===== config.mk =====
export PLATFORM = sky130hd
export DESIGN_NAME = serial_adder
export DESIGN_NICKNAME = d
export VERILOG_FILES = /design/src/rtl/serial_adder_pkg.sv /design/src/rtl/fa_cell.sv /design/src/rtl/serial_adder.sv
export SDC_FILE = /design/constraint.sdc
export NUM_CORES = 1
export LEC_CHECK = 0
export ABC_AREA = 1
export CORE_UTILIZATION = 52
export CTS_CLUSTER_SIZE = 16
export DETAILED_ROUTE_END_ITERATION = 8
export PLACE_DENSITY_LB_ADDON = 0.1
export RECOVER_POWER = 100
export SYNTH_ARGS = -nofsm -noshare
export SYNTH_HDL_FRONTEND = slang
export SYNTH_SLANG_ARGS = --single-unit

===== constraint.sdc =====
create_clock -name clk -period 1.5 [get_ports clk]
set_clock_uncertainty 0.2 [all_clocks]
set_input_delay 0.3 -clock clk [delete_from_list [all_inputs] [get_ports clk]]
set_output_delay 0.3 -clock clk [all_outputs]
set_load 0.005 [all_outputs]

===== src/rtl/serial_adder_pkg.sv =====
// Shared definitions for the bit-serial adder.
//   state_t        : FSM state encoding (idle / shifting / result-valid)
//   DEFAULT_WIDTH  : default operand width
//   cnt_width()    : width of the bit counter for a given operand width
package serial_adder_pkg;

  typedef enum logic [1:0] {
    ST_IDLE  = 2'd0,
    ST_SHIFT = 2'd1,
    ST_DONE  = 2'd2
  } state_t;

  localparam int unsigned DEFAULT_WIDTH = 8;

  // One extra bit so the counter can represent WIDTH itself.
  function automatic int unsigned cnt_width(input int unsigned width);
    return $clog2(width) + 1;
  endfunction

endpackage


===== src/rtl/fa_cell.sv =====
// Combinational one-bit full adder.
//   a, b, cin : addend bits and carry-in
//   sum, cout : sum bit and carry-out
module fa_cell (
  input  logic a,
  input  logic b,
  input  logic cin,
  output logic sum,
  output logic cout
);

  logic p;

  always_comb begin
    p    = a ^ b;
    sum  = p ^ cin;
    cout = (a & b) | (cin & p);
  end

endmodule


===== src/rtl/serial_adder.sv =====
// Bit-serial adder: operands are loaded in parallel, added one bit pair per clock
// (LSB first) through a single full-adder cell, and the parallel result is
// presented with a one-cycle done pulse.
//
// Optional build macro SERIAL_ADDER_SUB_EN adds a 'sub' input that turns the
// operation into a - b (two's complement; cout=1 means no borrow).
//
// Ports:
//   clk      : rising-edge clock
//   rst      : synchronous active-high reset
//   sub      : (SERIAL_ADDER_SUB_EN only) subtract request, captured on accept
//   start    : add request, honoured only in idle or done
//   a_in     : operand A, captured on the accepting edge
//   b_in     : operand B, captured on the accepting edge
//   cin      : carry-in, captured on the accepting edge
//   busy     : high while shifting
//   done     : one-cycle pulse, sum_out/cout freshly valid
//   sum_out  : result register, held until the next result
//   cout     : final carry-out, held with sum_out
module serial_adder
  import serial_adder_pkg::*;
#(
  parameter int unsigned WIDTH = DEFAULT_WIDTH
) (
  input  logic             clk,
  input  logic             rst,
`ifdef SERIAL_ADDER_SUB_EN
  input  logic             sub,
`endif
  input  logic             start,
  input  logic [WIDTH-1:0] a_in,
  input  logic [WIDTH-1:0] b_in,
  input  logic             cin,
  output logic             busy,
  output logic             done,
  output logic [WIDTH-1:0] sum_out,
  output logic             cout
);

  localparam int unsigned CW = cnt_width(WIDTH);
  localparam logic [CW-1:0] LAST = CW'(WIDTH - 1);

  state_t           state;
  logic [WIDTH-1:0] a_sr;
  logic [WIDTH-1:0] b_sr;
  logic [WIDTH-1:0] s_sr;
  logic             carry;
  logic [CW-1:0]    cnt;

  logic             fa_sum;
  logic             fa_cout;

  // Values loaded on the accepting edge.
  logic [WIDTH-1:0] b_load;
  logic             c_load;

  always_comb begin
    b_load = b_in;
    c_load = cin;
`ifdef SERIAL_ADDER_SUB_EN
    // a - b = a + ~b + 1
    if (sub) begin
      b_load = ~b_in;
      c_load = 1'b1;
    end
`endif
  end

  fa_cell u_fa (
    .a    (a_sr[0]),
    .b    (b_sr[0]),
    .cin  (carry),
    .sum  (fa_sum),
    .cout (fa_cout)
  );

  always_ff @(posedge clk) begin
    if (rst) begin
      state   <= ST_IDLE;
      a_sr    <= '0;
      b_sr    <= '0;
      s_sr    <= '0;
      carry   <= 1'b0;
      cnt     <= '0;
      sum_out <= '0;
      cout    <= 1'b0;
    end else begin
      unique case (state)
        ST_IDLE, ST_DONE: begin
          if (start) begin
            a_sr  <= a_in;
            b_sr  <= b_load;
            carry <= c_load;
            cnt   <= '0;
            s_sr  <= '0;
            state <= ST_SHIFT;
          end else begin
            state <= ST_IDLE;
          end
        end
        ST_SHIFT: begin
          // Sum bits enter at the MSB so the LSB lands at bit 0 after WIDTH shifts.
          s_sr  <= {fa_sum, s_sr[WIDTH-1:1]};
          a_sr  <= a_sr >> 1;
          b_sr  <= b_sr >> 1;
          carry <= fa_cout;
          cnt   <= cnt + 1'b1;
          if (cnt == LAST) begin
            sum_out <= {fa_sum, s_sr[WIDTH-1:1]};
            cout    <= fa_cout;
            state   <= ST_DONE;
          end
        end
        default: state <= ST_IDLE;
      endcase
    end
  end

  assign busy = (state == ST_SHIFT);
  assign done = (state == ST_DONE);

endmodule

==> flow_results.xml <==
<?xml version="1.0" encoding="UTF-8"?>
<metrics>
  <group name="run_status">
    <metric name="run_status" unit="">finished with violations</metric>
    <metric name="failed_checks" unit="">negative setup slack</metric>
  </group>
  <group name="sta">
    <metric name="worst_slew_margin_rel" unit="%">80.8</metric>
    <metric name="achievable-frequency" unit="GHz">0.652</metric>
    <metric name="layout_worst_path_cycle_share" unit="%">102</metric>
    <metric name="tightestPinTransition" unit="ps">287</metric>
    <metric name="setup_viol" unit="">1</metric>
    <metric name="timing_hold_violations_final" unit="">0</metric>
    <metric name="setup_repair_after_global_routing_missed_its_margin" unit="">true</metric>
    <metric name="final.hold.worst_slack" unit="ps">274</metric>
    <metric name="final.min_clock_period" unit="ps">1530</metric>
    <metric name="timing_max_transition_violations_final" unit="">0</metric>
    <metric name="final_critical_path_setup_slack" unit="ps">-34.5</metric>
  </group>
  <group name="worst_hold_path">
    <metric name="timing.hold.worst.start" unit="">sum_out[4]</metric>
    <metric name="hold_crit_path_type" unit="">flip-flop to flip-flop</metric>
  </group>
  <group name="floorplan">
    <metric name="io-pin-count" unit="">31</metric>
    <metric name="die_w" unit="um">60.9</metric>
    <metric name="core-area" unit="um2">3340</metric>
    <metric name="die_footprint" unit="um2">3710</metric>
    <metric name="placementRows" unit="">21</metric>
    <metric name="initial_util" unit="%">54.1</metric>
    <metric name="die_h" unit="um">60.9</metric>
  </group>
  <group name="setup_path">
    <metric name="setup.worst_path.start_class" unit="">flip-flop</metric>
    <metric name="critPathMaxFanout" unit="">2</metric>
    <metric name="crit_chain" unit="">buf_6 &gt; nor2_4 &gt; buf_2</metric>
    <metric name="worst-endpoint-arrival" unit="ps">1030</metric>
    <metric name="worst_path_max_delay_cell" unit="">sky130_fd_sc_hd__dfxtp_2</metric>
    <metric name="critical_path_buf_inv_count" unit="">2</metric>
    <metric name="criticalPathCategory" unit="">flip-flop to primary output</metric>
    <metric name="setup.worst_path.start" unit="">state[1]</metric>
    <metric name="worst_setup_path_end_kind" unit="">primary output</metric>
    <metric name="crit_required" unit="ps">1000</metric>
    <metric name="regToRegStartpoint" unit="">state[1]</metric>
    <metric name="crit_path_max_incr_delay" unit="ps">350</metric>
    <metric name="cpLargestDelayFamily" unit="">flip-flops</metric>
  </group>
  <group name="place">
    <metric name="placed_cells_incl_taps" unit="">316</metric>
    <metric name="numPortBuffers" unit="">30</metric>
    <metric name="placer_congestion" unit="">0.790</metric>
    <metric name="place_hpwl" unit="um">2560</metric>
    <metric name="placedInstanceArea" unit="um2">2190</metric>
  </group>
  <group name="global_routing">
    <metric name="global_route_wire_length_before_repair" unit="um">6410</metric>
    <metric name="global_route_usage_over_all_layers" unit="%">24.0</metric>
    <metric name="groute.layer.met1.usage" unit="%">31.8</metric>
    <metric name="antenna_found_initial" unit="">0</metric>
    <metric name="use_met2" unit="%">37.2</metric>
    <metric name="maximum_number_of_pins_on_one_net_before_global_route_repair" unit="">29</metric>
    <metric name="grt_pass1_vias" unit="">1457</metric>
    <metric name="global_route.overflow_total" unit="">0</metric>
    <metric name="groute.layer.met3.usage" unit="%">5.33</metric>
    <metric name="global_route.peak_usage_layer" unit="">met2</metric>
  </group>
  <group name="cells_and_area">
    <metric name="antenna_diode_count" unit="">0</metric>
    <metric name="final_layout_size_suffix_gt1_share" unit="%">14.7</metric>
    <metric name="fin_cells" unit="">325</metric>
    <metric name="finalInstanceArea" unit="um2">2280</metric>
    <metric name="fin_util" unit="%">68.4</metric>
    <metric name="layout.nets" unit="">301</metric>
    <metric name="layout-area-overhead-vs-synth" unit="%">26.4</metric>
  </group>
  <group name="drt">
    <metric name="wl" unit="um">4010</metric>
    <metric name="post-route-drc-count" unit="">0</metric>
    <metric name="detail_route.iter0.violations" unit="">150</metric>
    <metric name="drt-pass1-iter-count" unit="">4</metric>
    <metric name="total_via_count_in_the_routed_design" unit="">1710</metric>
    <metric name="viasPerCell" unit="">5.26</metric>
    <metric name="route.detailed.wl_per_inst" unit="um">12.3</metric>
    <metric name="route.antenna.remaining_nets" unit="">0</metric>
  </group>
  <group name="power">
    <metric name="p_leak" unit="nW">0.976</metric>
    <metric name="power_per_cell_area" unit="nW/um2">926</metric>
    <metric name="max-vdd-ir-drop" unit="V">0.000574</metric>
  </group>
  <group name="synthesis">
    <metric name="synthDominantAreaCellType" unit="">sky130_fd_sc_hd__dfxtp_1</metric>
    <metric name="synth_largest_type_area_fraction" unit="%">43.2</metric>
    <metric name="synth_top_cells_by_area" unit="">sky130_fd_sc_hd__dfxtp_1 43%, sky130_fd_sc_hd__nand3_1 21%, sky130_fd_sc_hd__nand2_1 8.3%</metric>
    <metric name="synthesis.nets" unit="">264</metric>
    <metric name="syn-instance-count" unit="">242</metric>
    <metric name="part_of_the_yosys_area_used_for_sequential_elements" unit="%">43.2</metric>
    <metric name="yosys_warnings" unit="">0</metric>
    <metric name="netlist-cell-type-count" unit="">20</metric>
    <metric name="synthesis.area" unit="um2">1810</metric>
    <metric name="ys_seq_elements" unit="">39</metric>
    <metric name="synth.avg_cell_area" unit="um2">7.47</metric>
  </group>
  <group name="clocking">
    <metric name="clkLatencyLatePin" unit="ps">360</metric>
    <metric name="count_of_clock_tree_sinks" unit="">39</metric>
    <metric name="cts-buffers-inserted" unit="">5</metric>
    <metric name="htreeDepth" unit="">2</metric>
    <metric name="cts_root_buf" unit="">sky130_fd_sc_hd__clkbuf_4</metric>
    <metric name="max-clock-path-buffers" unit="">2</metric>
    <metric name="tritoncts_clock_tree" unit="">yes</metric>
    <metric name="cts.reportedPaths.clkPinSlew" unit="ps">130</metric>
  </group>
  <group name="job">
    <metric name="timing.max_cap.violations" unit="">0</metric>
  </group>
</metrics>
-- report_power, final --
part           switching (mW)  internal, mW  total [mW]
combinational           0.166         0.145       0.310
sequential             0.0263          1.08        1.10
clock                   0.362         0.342       0.703
-- per-stage QoR --
| stage | worst slack, ps | power [mW] | setup TNS (ps) |
|---|---|---|---|
| after floorplan | 205 | 1.33 | 0 |
| after global placement | -153 | 1.43 | -3410 |
| after detailed placement | -170 | 1.44 | -4300 |
| after CTS | -46.1 | 2.13 | -46.1 |
| after global routing | -79.2 | 2.19 | -118 |
| final | -34.5 | 2.11 | -34.5 |
-- registers in the layout (all words and copies together), names as in the netlist --
name,cells
carry,1
cout,1
cnt,4
s_sr,7
state,2
b_sr,8
sum_out,8
a_sr,8
-- cell type report --
cell class	count	area (um2)
sequential	39	790
clock inverter	2	37.5
timing repair buffer	46	435
multi-input combinational	165	841
tap	46	57.6
inverter	22	85.1
fill	307	1050
clock buffer	5	37.5
-- layer usage --
layer  share of wire (%)  wire length [um]
met1                  48              1920
met2                  45              1810
met3                 5.1               203
met4                 1.7                70
met5                   0                 0
-- Yosys cell counts (all sizes together) --
cell type	number
o21ai	2
nand3	76
fa	1
inv	22
a21oi	28
dfxtp	39
buf	14
ha	1
nand2	43
nor2	13
clkbuf	3
-- final timing paths --
path                      to  slack (ps)  depth (start not counted)
setup / recovery        busy         -30                          3
hold / removal    sum_out[4]         270                          2
setup reg to reg     b_sr[7]          70                          6
hold reg to reg   sum_out[4]         270                          2
-- repair_timing --
| item | CTS | global route |
|---|---|---|
| hold buffers | 0 | 0 |
| pin swaps | 1 | 1 |
| setup buffers | 1 | 0 |
| gates resized for setup | 33 | 5 |
| endpoints found under the setup margin | 16 | 15 |
| cloned | 0 | 1 |
-- placed cells by master, fill, tap and decap left out, types with 2 or more instances in the layout --
cell type,instances
sky130_fd_sc_hd__dfxtp_1,34
sky130_fd_sc_hd__clkbuf_4,5
sky130_fd_sc_hd__a21oi_1,28
sky130_fd_sc_hd__dlygate4sd2_1,9
sky130_fd_sc_hd__buf_2,2
sky130_fd_sc_hd__nand2_1,41
sky130_fd_sc_hd__buf_6,3
sky130_fd_sc_hd__inv_1,20
sky130_fd_sc_hd__nor2_4,4
sky130_fd_sc_hd__buf_4,11
sky130_fd_sc_hd__clkdlybuf4s50_1,19
sky130_fd_sc_hd__nor2_1,9
sky130_fd_sc_hd__buf_12,2
sky130_fd_sc_hd__dfxtp_2,4
sky130_fd_sc_hd__o21ai_0,2
sky130_fd_sc_hd__nand3_1,75
-- tightest hold or removal path, delay by kind of cell (launching register included) --
kind | cells | cell delay, ps
flops | 1 | 340
simple gates | 2 | 120
-- logic make-up (layout without fill, tap and decap cells) --
kind of cell	after synthesis	after routing	share of synthesized area [%]
AO/OA/AOI/OAI	30	30	8.31
adder cells (fa/ha/maj)	2	2	1.80
buffers and inverters	39	75	11.7
AND/OR/NAND/NOR	132	133	35.0
flip-flops	39	39	43.2
Power figures use the tool's default switching activity.
